**src/rtl/dsp_seq_pkg.sv**
```systemverilog
// Shared types and constants for the DSP48A1 MAC sequencer.
package dsp_seq_pkg;

  typedef enum logic [1:0] {
    IDLE  = 2'd0,
    RUN   = 2'd1,
    DRAIN = 2'd2
  } state_t;

  // OPMODE encodings: X=M,Z=0 for the first product, X=M,Z=P to accumulate.
  localparam logic [7:0] OPM_IDLE = 8'h00;
  localparam logic [7:0] OPM_MUL  = 8'h01;
  localparam logic [7:0] OPM_MAC  = 8'h09;

  // One tag per slice register stage after the A/B inputs (M, P, result).
  localparam int unsigned TAG_DEPTH = 3;

  typedef struct packed {
    logic valid;
    logic first;
  } tag_t;

endpackage

```
**src/rtl/dsp_seq_tag_pipe.sv**
```systemverilog
// Tracks each issued operand pair through the slice's M and P stages and
// derives the per-stage clock enables and OPMODE from it.
module dsp_seq_tag_pipe
  import dsp_seq_pkg::*;
(
  input  logic       clk_i,
  input  logic       rst_i,
  input  logic       issue_i,
  input  logic       first_i,
  output logic       ce_m_o,
  output logic       ce_p_o,
  output logic [7:0] opmode_o,
  output logic       pending_o,
  output logic       done_o
);

  tag_t [TAG_DEPTH-1:0] tag_q;

  // Shift a {valid, first} tag per cycle; bubbles enter as empty tags.
  always_ff @(posedge clk_i or posedge rst_i) begin
    if (rst_i) begin
      tag_q <= '0;
    end else begin
      tag_q[0].valid <= issue_i;
      tag_q[0].first <= issue_i && first_i;
      for (int unsigned i = 1; i < TAG_DEPTH; i++) begin
        tag_q[i] <= tag_q[i-1];
      end
    end
  end

  assign ce_m_o    = tag_q[0].valid;
  assign ce_p_o    = tag_q[1].valid;
  assign pending_o = tag_q[0].valid || tag_q[1].valid;
  assign done_o    = tag_q[TAG_DEPTH-1].valid;

  // OPMODE follows the tag sitting at the P stage.
  always_comb begin
    opmode_o = OPM_IDLE;
    if (tag_q[1].valid) begin
      opmode_o = tag_q[1].first ? OPM_MUL : OPM_MAC;
    end
  end

endmodule

```
**src/rtl/dsp_mac_sequencer.sv**
```systemverilog
// Runs one DSP48A1 slice (AREG=BREG=MREG=PREG=1) as a MAC engine: pulls
// len operand pairs, accumulates their products and reports the sum.
module dsp_mac_sequencer
  import dsp_seq_pkg::*;
#(
  parameter int A_BITS   = 18,
  parameter int B_BITS   = 18,
  parameter int P_BITS   = 48,
  parameter int LEN_BITS = 8
) (
  input  logic                clk,
  input  logic                rst,
  input  logic                start,
  input  logic [LEN_BITS-1:0] len,
  output logic                busy,
  input  logic                op_valid,
  output logic                op_ready,
  input  logic [A_BITS-1:0]   a_in,
  input  logic [B_BITS-1:0]   b_in,
  output logic [A_BITS-1:0]   dsp_a,
  output logic [B_BITS-1:0]   dsp_b,
  output logic                dsp_ce_ab,
  output logic                dsp_ce_m,
  output logic                dsp_ce_p,
  output logic [7:0]          dsp_opmode,
  input  logic [P_BITS-1:0]   dsp_p,
  output logic [P_BITS-1:0]   result,
  output logic                result_valid
);

  state_t              state_q;
  logic [LEN_BITS-1:0] len_q;
  logic [LEN_BITS-1:0] cnt_q;
  logic [LEN_BITS-1:0] cnt_d;
  logic [P_BITS-1:0]   result_q;
  logic                result_valid_q;
  logic                issue;
  logic                first_issue;
  logic                tag_pending;
  logic                tag_done;

  assign dsp_a       = a_in;
  assign dsp_b       = b_in;
  assign op_ready    = (state_q == RUN);
  assign busy        = (state_q != IDLE);
  assign issue       = op_valid && op_ready;
  assign first_issue = (cnt_q == '0);
  assign cnt_d       = cnt_q + LEN_BITS'(1);
  assign dsp_ce_ab   = issue;

  dsp_seq_tag_pipe u_tag_pipe (
    .clk_i     (clk),
    .rst_i     (rst),
    .issue_i   (issue),
    .first_i   (first_issue),
    .ce_m_o    (dsp_ce_m),
    .ce_p_o    (dsp_ce_p),
    .opmode_o  (dsp_opmode),
    .pending_o (tag_pending),
    .done_o    (tag_done)
  );

  // Job control: accept a job, count transfers, then capture P once the
  // last product has left the P stage (only the final tag remains).
  always_ff @(posedge clk or posedge rst) begin
    if (rst) begin
      state_q        <= IDLE;
      len_q          <= '0;
      cnt_q          <= '0;
      result_q       <= '0;
      result_valid_q <= 1'b0;
    end else begin
      result_valid_q <= 1'b0;
      unique case (state_q)
        IDLE: begin
          if (start) begin
            if (len != '0) begin
              len_q   <= len;
              cnt_q   <= '0;
              state_q <= RUN;
            end else begin
              result_q       <= '0;
              result_valid_q <= 1'b1;
            end
          end
        end
        RUN: begin
          if (issue) begin
            cnt_q <= cnt_d;
            if (cnt_d == len_q) begin
              state_q <= DRAIN;
            end
          end
        end
        DRAIN: begin
          if (tag_done && !tag_pending) begin
            result_q       <= dsp_p;
            result_valid_q <= 1'b1;
            state_q        <= IDLE;
          end
        end
        default: state_q <= IDLE;
      endcase
    end
  end

  assign result       = result_q;
  assign result_valid = result_valid_q;

endmodule

```
**config.mk**
```make
export PLATFORM = sky130hd
export DESIGN_NAME = dsp_mac_sequencer
export DESIGN_NICKNAME = d
export VERILOG_FILES = /design/src/rtl/dsp_seq_pkg.sv /design/src/rtl/dsp_seq_tag_pipe.sv /design/src/rtl/dsp_mac_sequencer.sv
export SDC_FILE = /design/constraint.sdc
export NUM_CORES = 1
export LEC_CHECK = 0
export ABC_CLOCK_PERIOD_IN_PS = 2500
export CAP_MARGIN = 20
export CORE_MARGIN = 1
export CORE_UTILIZATION = 38
export CTS_CLUSTER_SIZE = 12
export DETAILED_ROUTE_END_ITERATION = 6
export PLACE_DENSITY = 0.86
export SLEW_MARGIN = 5
export SYNTH_ARGS = -nofsm -noshare
export SYNTH_HDL_FRONTEND = slang
export SYNTH_HIERARCHICAL = 1
export SYNTH_SLANG_ARGS = --single-unit
```
**constraint.sdc**
```tcl
create_clock -name clk -period 2.5 [get_ports clk]
set_clock_uncertainty 0.15 [all_clocks]
set_input_delay 0.5 -clock clk [delete_from_list [all_inputs] [get_ports clk]]
set_output_delay 0.5 -clock clk [all_outputs]
set_load 0.05 [all_outputs]
```
==> reports/qor.csv, run 1 <==
stage;metric;value;unit
outcome;status;finished, final reports clean;
cts;Clock Sinks;72;
cts;setup bufs post-CTS;0;
cts;Reg clk slew, reported paths;0.07;ns
cts;clk_lat worst skew;0.33;ns
yosys;FFs w/ async S/R, synth;100;%
yosys;Synth top area share;54.2;%
worst_hold_path;hold path depth;0;
power_and_ir_drop;peak supply drop;0.444;mV
global_route;number of global-route vias before repair;2427;
finish;most frequent cells in the layout;clkdlybuf4s50_1 (113), dfrtp_1 (72), a22o_1 (49), nand2_1 (11), clkbuf_8 (11);
critical_path;required time worst endpoint;1.85;ns
detailed_routing;Post-DRT Antenna Nets;0;
yosys;Synth Area in XOR/XNOR;2.37;%
critical_path;crit-path max FO;5;
placement;GP Congestion;0.861;
timing;crit share post-route;94.1;%
power_and_ir_drop;Pwr Total;3.26;mW
yosys;Post-synth EDFFs;0;
floorplanning;CORE AREA;8340;sq um
floorplanning;# IOs;194;
detailed_routing;DR WL/cell;16.4;um
critical_path;CP startpoint kind;flip-flop;
power_and_ir_drop;sw frac;31.6;%
global_route;antenna violations before repair;0;
finish;Antenna Cells;0;
cts;hold buffer count at cts;0;
timing;min Tclk post-route;2.35;ns
yosys;Syn Inst Count;287;
yosys;largest cells by area after synthesis;dfrtp_1 (54%), a22o_1 (13%), buf_4 (9.7%);
power_and_ir_drop;Clk network pwr share;28.6;%
timing;Worst-Margin Slew;0.529;ns
yosys;Post-Synth Simple-Gate Area;7.79;%
critical_path;CP endpoint kind;output pin;
cts;Clock Tree Buf Depth;2;
power_and_ir_drop;leakage;2.00;nW
yosys;largest area contributor in the netlist;dfrtp_1;
cts;CTS tree;done;
cts;clock root buffer;clkbuf_8;
yosys;Synth Cell Area;3330;sq um
yosys;count of unique library cells instantiated by Yosys;43;
critical_path;kind of critical path;flip-flop to output pin;
cts;CTS H-tree lvls;3;
power_and_ir_drop;Int Power;2.23;mW
floorplanning;die area;9130;sq um
detailed_routing;wirelength, routed;7.83;mm
power_and_ir_drop;Gate power share;27.2;%
critical_path;Worst R2R End;state_q[1];
timing;Fin. Hold Viols;0;
finish;most common cell after layout, fill and taps aside;clkdlybuf4s50_1;
timing;final setup violation count;0;
job;max-cap violations;0;
detailed_routing;first drt pass iteration count;4;
finish;post-layout util;54.3;%
yosys;Synth Area in Adders;0.752;%
yosys;largest family of logic cells by synthesized area;compound AO/OA/AOI/OAI gates;
critical_path;Worst Path Arrival;1.70;ns
floorplanning;Vert. Die Dim;95.6;um
global_route;remaining global-route overflow;0;
yosys;register area share after synthesis;54.2;%
finish;nets;465;
timing;FMAX;425;MHz
worst_hold_path;WHS Endpoint;u_tag_pipe/tag_q[2];
critical_path;R2R Setup Slk;0.29;ns
yosys;Synth Area in Compound Gates;18.8;%
global_route;largest net degree at the start of global routing;50;
worst_hold_path;Hold Crit Class;flip-flop to flip-flop;
power_and_ir_drop;Switch Pwr;1.03;mW
power_and_ir_drop;Pwr Density;719;nW/um^2
timing;RSZ-0062 raised after global routing;false;
floorplanning;initial core utilization;39.9;%
cts;TritonCTS buffer count;9;
finish;synthesis-to-finish area growth;36.2;%
timing;relative slew slack;64.7;%
yosys;Mean Syn Cell Area;11.6;sq um
placement;PortBufs;115;
yosys;mux contribution to synthesized area;3.05;%
global_route;overall global routing resource usage;17.2;%
placement;DP Wirelength;5.52;mm
worst_hold_path;hold path startpoint;u_tag_pipe/tag_q[0];
finish;fill count;706;
critical_path;R2R depth;6;
cts;PostCTS Resize Cnt;0;
floorplanning;row cnt;33;
yosys;Synth Flop Type;dfrtp_1;
detailed_routing;DRT iter0 DRCs;100;
timing;count of pins over their slew limit;0;
power_and_ir_drop;Seq pwr share;44.1;%
yosys;warnings from Yosys;6;
finish;layout cells sized above 1;11.6;%
detailed_routing;routed vias;2443;
floorplanning;die width;95.6;um
yosys;register bit count reported by yosys;72;
global_route;first-pass GRT wire length;12.0;mm
detailed_routing;DR vias/cell;5.12;
detailed_routing;Post-route DRC;0;
critical_path;Worst R2R Start;cnt_q[0];
## cell families after synthesis
family                     Yosys count
other                                1
buffers and inverters               69
DFF                                 72
muxes                                9
adders and majority gates            2
xor gates and xnor gates             9
and+or+nand+nor                     46
AOI/OAI and AO/OA                   79
## through the flow
step | instances | hold WS [ns] | TNS, ns | area (sq um) | setup WS (ns)
3_3_place_gp | 461 | 0.184 | -5.60 | 4320 | -0.119
4_1_cts | 477 | 0.207 | 0 | 4530 | 0.110
2_1_floorplan | 292 | 0.129 | 0 | 3350 | 0.136
3_5_place_dp | 461 | 0.190 | -6.53 | 4320 | -0.152
6_report | 477 | 0.209 | 0 | 4530 | 0.148
5_1_grt | 477 | 0.219 | 0 | 4530 | 0.0637
## synthesized netlist by cell type (all sizes together) (4+ instances only)
master / number
buf: 45
mux2: 9
xnor2: 6
clkbuf: 14
inv: 10
o31ai: 5
nand3: 7
a21oi: 4
nor2: 6
dfrtp: 72
o21ai: 9
a22o: 49
nand2: 11
nor4: 4
## metal layers
layer | up-vias | global-route usage, % | share of wire [%]
li1 | 1132 | - | -
met2 | 99 | 27.2 | 49
met5 | - | 0 | 0
met1 | 1192 | 22.2 | 43
met3 | 20 | 5.10 | 6.8
met4 | 0 | 6.84 | 1.5
## worst max-delay path: stages (launching register included)
cell	delay, ns
dfrtp_1	0.43
nor2b_1	0.15
clkdlybuf4s50_1	0.81
## cell type report
| class | count | area (sq um) | share of cell area, % |
|---|---|---|---|
| clock buffers | 11 | 151 | 3.34 |
| clock inverters | 5 | 55.1 | 1.22 |
| inverters | 10 | 37.5 | 0.829 |
| multi-input cells | 151 | 1120 | 24.8 |
| flip-flops and latches | 72 | 1800 | 39.8 |
| well taps | 105 | 131 | 2.90 |
| repair buffers | 123 | 1230 | 27.2 |
## worst max-delay path by stage
stage,start,end,slack (ns),cells past startpoint
2_1_floorplan,state_q[0],dsp_ce_ab,0.14,4
3_3_place_gp,len[0],result[3],-0.12,7
3_5_place_dp,len[3],result[9],-0.15,7
4_1_cts,u_tag_pipe/ce_p_o,dsp_opmode[3],0.11,2
5_1_grt,u_tag_pipe/ce_p_o,dsp_opmode[3],0.06,2
6_report,u_tag_pipe/ce_p_o,dsp_opmode[3],0.15,2
## sequential cells by signal, summed over array words and instances (netlist names)
signal             flops
cnt_q                  8
result                48
len_q                  8
u_tag_pipe/ce_p_o      1
state_q                2
u_tag_pipe/ce_m_o      1
u_tag_pipe/done_o      1
u_tag_pipe/tag_q       2
result_valid           1
## power groups by stage
stage                     Clock (mW)  Sequential, mW  Combinational (mW)
after floorplan                    0            1.44               0.764
after global placement             0            1.45               0.866
after detailed placement           0            1.45               0.887
after CTS                      0.960            1.43               0.891
after global routing            1.01            1.45               0.964
final                          0.933            1.44               0.887
(Power assumes the default switching activity.)
==> run 2: changes to the inputs <==
- PLACE_DENSITY: 0.86 -> 0.81
==> run 2 against run 1 <==
  * Flip-flop and latch count unchanged
  * Maximum frequency is 0.16% higher
  * Register-to-register slack better by 0.04 ns
  * Setup slack gained 0.0037 ns
  * Clock power increased by 8%
  * Global-route usage grew 0.24 points
  * Non-clock buffer count grew 1
  * Cell count unchanged
  * Clock-buffer cell count fell by 1
  * Die area stayed put
  * Sequential power about the same
  * Highest routed layer unchanged
  * Sequential share of layout area fell by 0.41 points
==> reports/qor.csv, run 2 (synthesized netlist as in run 1, its figures left out) <==
stage;metric;value;unit;change
global_route;number of global-route vias before repair;2327;;-4.1%
timing;FMAX;426;MHz;+0.16%
cts;clock root buffer;clkbuf_8;;
floorplanning;Vert. Die Dim;95.6;um;unchanged
critical_path;crit-path max FO;5;;unchanged
global_route;remaining global-route overflow;0;;unchanged
timing;Worst-Margin Slew;0.532;ns;+0.00385 ns
timing;min Tclk post-route;2.35;ns;-0.00373 ns
finish;non-filler instance count after layout;477;;unchanged
detailed_routing;DR WL/cell;16.4;um;-0.37%
placement;placed cells;462;;+0.22%
global_route;Top Usage Layer GRT;met2;;
finish;max reg flops;48;;unchanged
cts;TritonCTS buffer count;9;;unchanged
global_route;overall global routing resource usage;17.5;%;+0.24 points
placement;post-place instance area;4360;sq um;+0.75%
cts;Reg clk slew, reported paths;0.07;ns;about the same
timing;count of pins over their slew limit;0;;unchanged
detailed_routing;first drt pass iteration count;4;;unchanged
critical_path;Worst R2R Start;cnt_q[0];;
worst_hold_path;Hold Crit Class;flip-flop to flip-flop;;
placement;GP Congestion;0.830;;-3.6%
floorplanning;die width;95.6;um;unchanged
detailed_routing;DR vias/cell;5.22;;+2.0%
finish;synthesis-to-finish area growth;37.6;%;
global_route;M1 GR Usage;24.3;%;+2.1 points
floorplanning;die area;9130;sq um;unchanged
detailed_routing;Post-DRT Antenna Nets;0;;unchanged
timing;relative slew slack;64.4;%;-0.26 points
cts;Clock Sinks;72;;unchanged
cts;CTS tree;done;;
worst_hold_path;hold path startpoint;u_tag_pipe/tag_q[0];;
critical_path;Worst Path Arrival;1.70;ns;about the same
critical_path;origin of the worst setup path;u_tag_pipe/ce_p_o;;
power_and_ir_drop;peak supply drop;0.445;mV;+0.19%
power_and_ir_drop;Pwr Density;732;nW/um^2;+1.7%
timing;Fin. Hold Viols;0;;unchanged
floorplanning;# IOs;194;;unchanged
floorplanning;row cnt;33;;unchanged
power_and_ir_drop;leakage;2.02;nW;+0.98%
global_route;met3 usage;5.26;%;+0.16 points
detailed_routing;Post-route DRC;0;;unchanged
finish;layout cells sized above 1;11.6;%;unchanged
placement;Place WS;-0.158;ns;-0.00598 ns
finish;Antenna Cells;0;;unchanged
critical_path;CP startpoint kind;flip-flop;;
job;max-cap violations;0;;unchanged
critical_path;required time worst endpoint;1.85;ns;about the same
detailed_routing;routed vias;2491;;+2.0%
floorplanning;CORE AREA;8340;sq um;unchanged
critical_path;CP endpoint kind;output pin;;
detailed_routing;wirelength, routed;7.80;mm;-0.37%
cts;Clock Tree Buf Depth;2;;unchanged
outcome;status;finished, final reports clean;;
power_and_ir_drop;Pwr Total;3.35;mW;+2.8%
placement;DP Wirelength;5.51;mm;about the same
timing;worst hold margin;0.206;ns;-0.00309 ns
timing;final setup violation count;0;;unchanged
timing;setup TNS;0;ns;unchanged
timing;Setup WS post-layout;0.152;ns;+0.00373 ns
placement;PortBufs;115;;unchanged
cts;clk_lat worst skew;0.35;ns;+0.02 ns
global_route;largest net degree at the start of global routing;50;;unchanged
timing;crit share post-route;93.9;%;-0.15 points
floorplanning;initial core utilization;39.9;%;unchanged
cts;hold buffer count at cts;0;;unchanged
timing;RSZ-0062 raised after global routing;false;;
finish;most common cell after layout, fill and taps aside;clkdlybuf4s50_1;;
finish;most frequent cells in the layout;clkdlybuf4s50_1 (112), dfrtp_1 (72), a22o_1 (49), nand2_1 (11), clkbuf_8 (10);;
critical_path;kind of critical path;flip-flop to output pin;;
finish;nets;466;;+0.22%
global_route;grt met2 use;24.5;%;-2.7 points
finish;Final Cell Area;4580;sq um;+1.0%
global_route;antenna violations before repair;0;;unchanged
finish;post-layout util;54.9;%;+0.57 points
detailed_routing;DRT iter0 DRCs;155;;+55%
cts;CTS H-tree lvls;3;;unchanged
global_route;first-pass GRT wire length;12.1;mm;+0.23%
## run 2: cell types whose count changed in the layout (fill, tap and decap cells not counted), sizes merged
cell and change:
buf +1, clkdlybuf4s50 -1, bufinv +1, clkinvlp -1
dlymetal6s2s +1, clkbuf -1
## run 2: final cells by class
class / count / area [sq um]
Clock inverter: 5 / 81.3
Multi-Input combinational cell: 151 / 1120
Fill cell: 697 / 3760
Inverter: 10 / 37.5
Tap cell: 105 / 131
Clock buffer: 10 / 138
Sequential cell: 72 / 1800
Timing Repair Buffer: 124 / 1270
## run 2: path summary, 6_finish.rpt
path | to | slack [ns] | depth (start not counted)
hold / removal | u_tag_pipe/tag_q[2] | 0.21 | 0
max in group asynchronous | result[13] | 1.42 | 3
setup reg to reg | state_q[0] | 0.33 | 6
setup / recovery | dsp_opmode[3] | 0.15 | 2
hold reg to reg | u_tag_pipe/tag_q[2] | 0.21 | 0
min in group asynchronous | u_tag_pipe/ce_p_o | 0.26 | 2
## run 2: power breakdown
group	switching (mW)	total, mW	internal (mW)
sequential	0.147	1.44	1.29
clock	0.429	1.01	0.584
combinational	0.465	0.898	0.433
total	1.04	3.35	2.31
## run 2: worst max-delay path, cell delays in order, from the launching register on
cell             delay (ns)
dfrtp_1                0.42
nor2b_1                0.14
clkdlybuf4s50_1        0.80
## run 2: what timing repair did
action                                  4_1_cts  5_1_grt
hold endpoints to repair                      0        0
resized for setup                             0        1
setup buffers                                 0        0
endpoints found under the setup margin        0        1
## run 2: per-layer routing
metal  routed length (um)  share of wire [%]
met2                 3630                 46
met4                  198                2.5
met5                    0                  0
met3                  534                6.8
met1                 3440                 44
==> run 3: changes to the inputs <==
- PLACE_DENSITY: 0.81 -> 0.8
- SYNTH_HIERARCHICAL: 1 -> not set
==> run 3 against run 2 <==
  * Setup slack got worse by 0.0019 ns
  * Sequential share of layout area rose by 0.59 points
  * Largest cell class unchanged
  * Critical path type unchanged
  * Critical endpoint unchanged
  * Combinational power fell by 4.3%
  * Largest power group unchanged
  * Non-clock buffer count fell by 2
  * Routed wire length rose by 6.8%
  * Synthesized area rose by 0.87%
  * Maximum frequency barely moved
  * Global-route usage rose by 0.98 points
  * Critical path depth did not move
  * First-iteration DRC count fell by 35%
==> reports/qor.csv, run 3 <==
stage;metric;value;unit;change
power_and_ir_drop;Pwr Density;706;nW/um^2;-3.5%
critical_path;CP endpoint kind;output pin;;
global_route;first-pass GRT wire length;12.6;mm;+4.7%
detailed_routing;wirelength, routed;8.34;mm;+6.8%
yosys;register area share after synthesis;53.7;%;-0.46 points
yosys;largest area contributor in the netlist;dfrtp_1;;
finish;multi-input logic area;1120;sq um;+0.33%
finish;fill count;730;;+4.7%
floorplanning;row cnt;33;;unchanged
finish;most frequent cells in the layout;clkdlybuf4s50_1 (112), dfrtp_1 (72), a22o_1 (48), clkbuf_8 (12);;
yosys;count of unique library cells instantiated by Yosys;42;;-2.3%
global_route;number of global-route vias before repair;2441;;+4.9%
placement;GP Congestion;0.853;;+2.8%
finish;layout cells sized above 1;11.7;%;+0.16 points
finish;max reg flops;48;;unchanged
timing;final setup violation count;0;;unchanged
placement;DP Wirelength;5.94;mm;+7.8%
power_and_ir_drop;Pwr Total;3.19;mW;-4.9%
detailed_routing;DR vias/cell;5.19;;-0.69%
timing;FMAX;426;MHz;about the same
placement;post-place instance area;4320;sq um;-0.86%
critical_path;Largest delay share family, worst path;buffers and inverters;;
floorplanning;Vert. Die Dim;96.0;um;+0.42%
finish;most common cell after layout, fill and taps aside;clkdlybuf4s50_1;;
detailed_routing;Post-DRT Antenna Nets;0;;unchanged
critical_path;kind of critical path;flip-flop to output pin;;
yosys;Syn Inst Count;286;;-0.35%
yosys;Post-synth EDFFs;0;;unchanged
timing;Fin. Hold Viols;0;;unchanged
critical_path;crit path max-delay cell type;clkdlybuf4s50_1;;
cts;clk_lat worst skew;0.34;ns;about the same
yosys;Mean Syn Cell Area;11.7;sq um;+1.2%
critical_path;Worst Path Arrival;1.70;ns;about the same
floorplanning;initial core utilization;40.0;%;+0.15 points
placement;PortBufs;115;;unchanged
finish;synthesis-to-finish area growth;34.4;%;
detailed_routing;Post-route DRC;0;;unchanged
timing;crit share post-route;94.0;%;about the same
critical_path;CP startpoint kind;flip-flop;;
timing;count of pins over their slew limit;0;;unchanged
timing;min Tclk post-route;2.35;ns;+0.00191 ns
timing;Worst-Margin Slew;0.570;ns;+0.0380 ns
yosys;Synth Cell Area;3350;sq um;+0.87%
cts;Reg clk slew, reported paths;0.07;ns;about the same
global_route;overall global routing resource usage;18.5;%;+0.98 points
timing;setup TNS;0;ns;unchanged
floorplanning;CORE AREA;8380;sq um;+0.50%
cts;CTS H-tree lvls;3;;unchanged
global_route;antenna violations before repair;0;;unchanged
detailed_routing;DR WL/cell;17.7;um;+8.0%
yosys;leading cell types by count after synthesis;dfrtp_1 (72), a22o_1 (48), buf_4 (45);;
cts;clock root buffer;clkbuf_8;;
detailed_routing;DRT iter0 DRCs;100;;-35%
cts;Clock Sinks;72;;unchanged
timing;relative slew slack;61.9;%;-2.5 points
global_route;largest net degree at the start of global routing;73;;+46%
yosys;Synth Flop Type;dfrtp_1;;
power_and_ir_drop;leakage;2.01;nW;-0.50%
global_route;remaining global-route overflow;0;;unchanged
finish;nets;460;;-1.3%
finish;Antenna Cells;0;;unchanged
finish;Final Cell Area;4510;sq um;-1.5%
floorplanning;die width;96.0;um;+0.42%
outcome;status;finished, final reports clean;;
yosys;warnings from Yosys;0;;-6
job;max-cap violations;0;;unchanged
cts;PostCTS Resize Cnt;0;;unchanged
critical_path;required time worst endpoint;1.85;ns;about the same
floorplanning;# IOs;194;;unchanged
yosys;register bit count reported by yosys;72;;unchanged
yosys;largest cells by area after synthesis;dfrtp_1 (54%), a22o_1 (13%), buf_4 (10%);;
power_and_ir_drop;peak supply drop;0.454;mV;+2.1%
yosys;count leader, synth;dfrtp_1;;
critical_path;Crit path buffers/inverters;1;;unchanged
cts;hold buffer count at cts;0;;unchanged
cts;setup bufs post-CTS;0;;unchanged
cts;TritonCTS buffer count;9;;unchanged
cts;CTS tree;done;;
detailed_routing;first drt pass iteration count;4;;unchanged
cts;Clock Tree Buf Depth;2;;unchanged
timing;RSZ-0062 raised after global routing;false;;
yosys;FFs w/ async S/R, synth;100;%;unchanged
critical_path;crit-path max FO;5;;unchanged
detailed_routing;routed vias;2448;;-1.7%
worst_hold_path;Hold Crit Class;flip-flop to flip-flop;;
critical_path;max incr delay on CP;0.81;ns;about the same
finish;register area;1800;sq um;unchanged
floorplanning;die area;9210;sq um;+0.85%
critical_path;worst path cell trace;nor2b_1 > clkdlybuf4s50_1;;
yosys;Synth top area share;53.7;%;-0.46 points
-- run 3: cell types whose count changed after synthesis, moves of 3 or more --
cell	before	now
o21ai_1	6	0
nand3_1	7	4
buf_2	1	8
nand2b_1	3	0
clkbuf_1	14	6
o21ai_0	3	11
-- run 3: stage by stage --
stage	setup WS, ns	utilization (%)	instances	hold WS (ns)
6_report	0.150	53.8	472	0.208
5_1_grt	0.0543	53.8	472	0.228
4_1_cts	0.112	53.8	472	0.210
3_5_place_dp	-0.0650	51.5	456	0.192
3_3_place_gp	0.00454	51.5	456	0.185
2_1_floorplan	0.0251	-	291	0.181
-- run 3: cells by family after synthesis --
logic type                 share of synthesized area [%]
adders and majority gates                          0.746
DFF                                                 53.7
xor gates and xnor gates                            2.35
buffers and inverters                               13.7
and+or+nand+nor                                     7.91
AOI/OAI and AO/OA                                   18.4
other                                              0.112
muxes                                               3.02
-- run 3: worst register-to-register path: stages (launching register included) --
cell and delay [ns]:
dfrtp_1 0.48, ha_1 0.36, and2_0 0.21, o21ai_0 0.17
a31oi_1 0.10, or3_1 0.40, o31a_1 0.29
-- run 3: where the power goes --
group / internal (mW) / switching (mW)
Combinational: 0.404 / 0.454
Sequential: 1.29 / 0.147
Clock: 0.442 / 0.447
-- run 3: final timing paths --
| kind | startpoint | end | slack (ns) | cells after the start |
|---|---|---|---|---|
| worst max-delay path | u_tag_pipe.ce_p_o | dsp_opmode[3] | 0.15 | 2 |
| worst min-delay path | u_tag_pipe.tag_q[0] | u_tag_pipe.tag_q[2] | 0.21 | 0 |
| worst max register to register | cnt_q[0] | state_q[0] | 0.24 | 6 |
| worst min register to register | u_tag_pipe.tag_q[0] | u_tag_pipe.tag_q[2] | 0.21 | 0 |
| max in group asynchronous | rst | cnt_q[2] | 1.50 | 3 |
| min in group asynchronous | rst | result[19] | 0.40 | 3 |
-- run 3: layout make-up --
| type | count | share of cell area (%) |
|---|---|---|
| clock buffers | 12 | 3.66 |
| flip-flops and latches | 72 | 40.0 |
| inverters | 7 | 0.583 |
| clock inverters | 4 | 0.583 |
| multi-input cells | 150 | 24.9 |
| repair buffers | 122 | 27.4 |
| well taps | 105 | 2.91 |
-- run 3: layer usage --
| metal | vias up | GRT usage [%] | part of all wire, % |
|---|---|---|---|
| li1 | 1126 | - | - |
| met1 | 1180 | 22.7 | 41 |
| met2 | 117 | 29.6 | 49 |
| met3 | 25 | 5.85 | 7.3 |
| met4 | 0 | 8.33 | 2.2 |
| met5 | - | 0 | 0 |
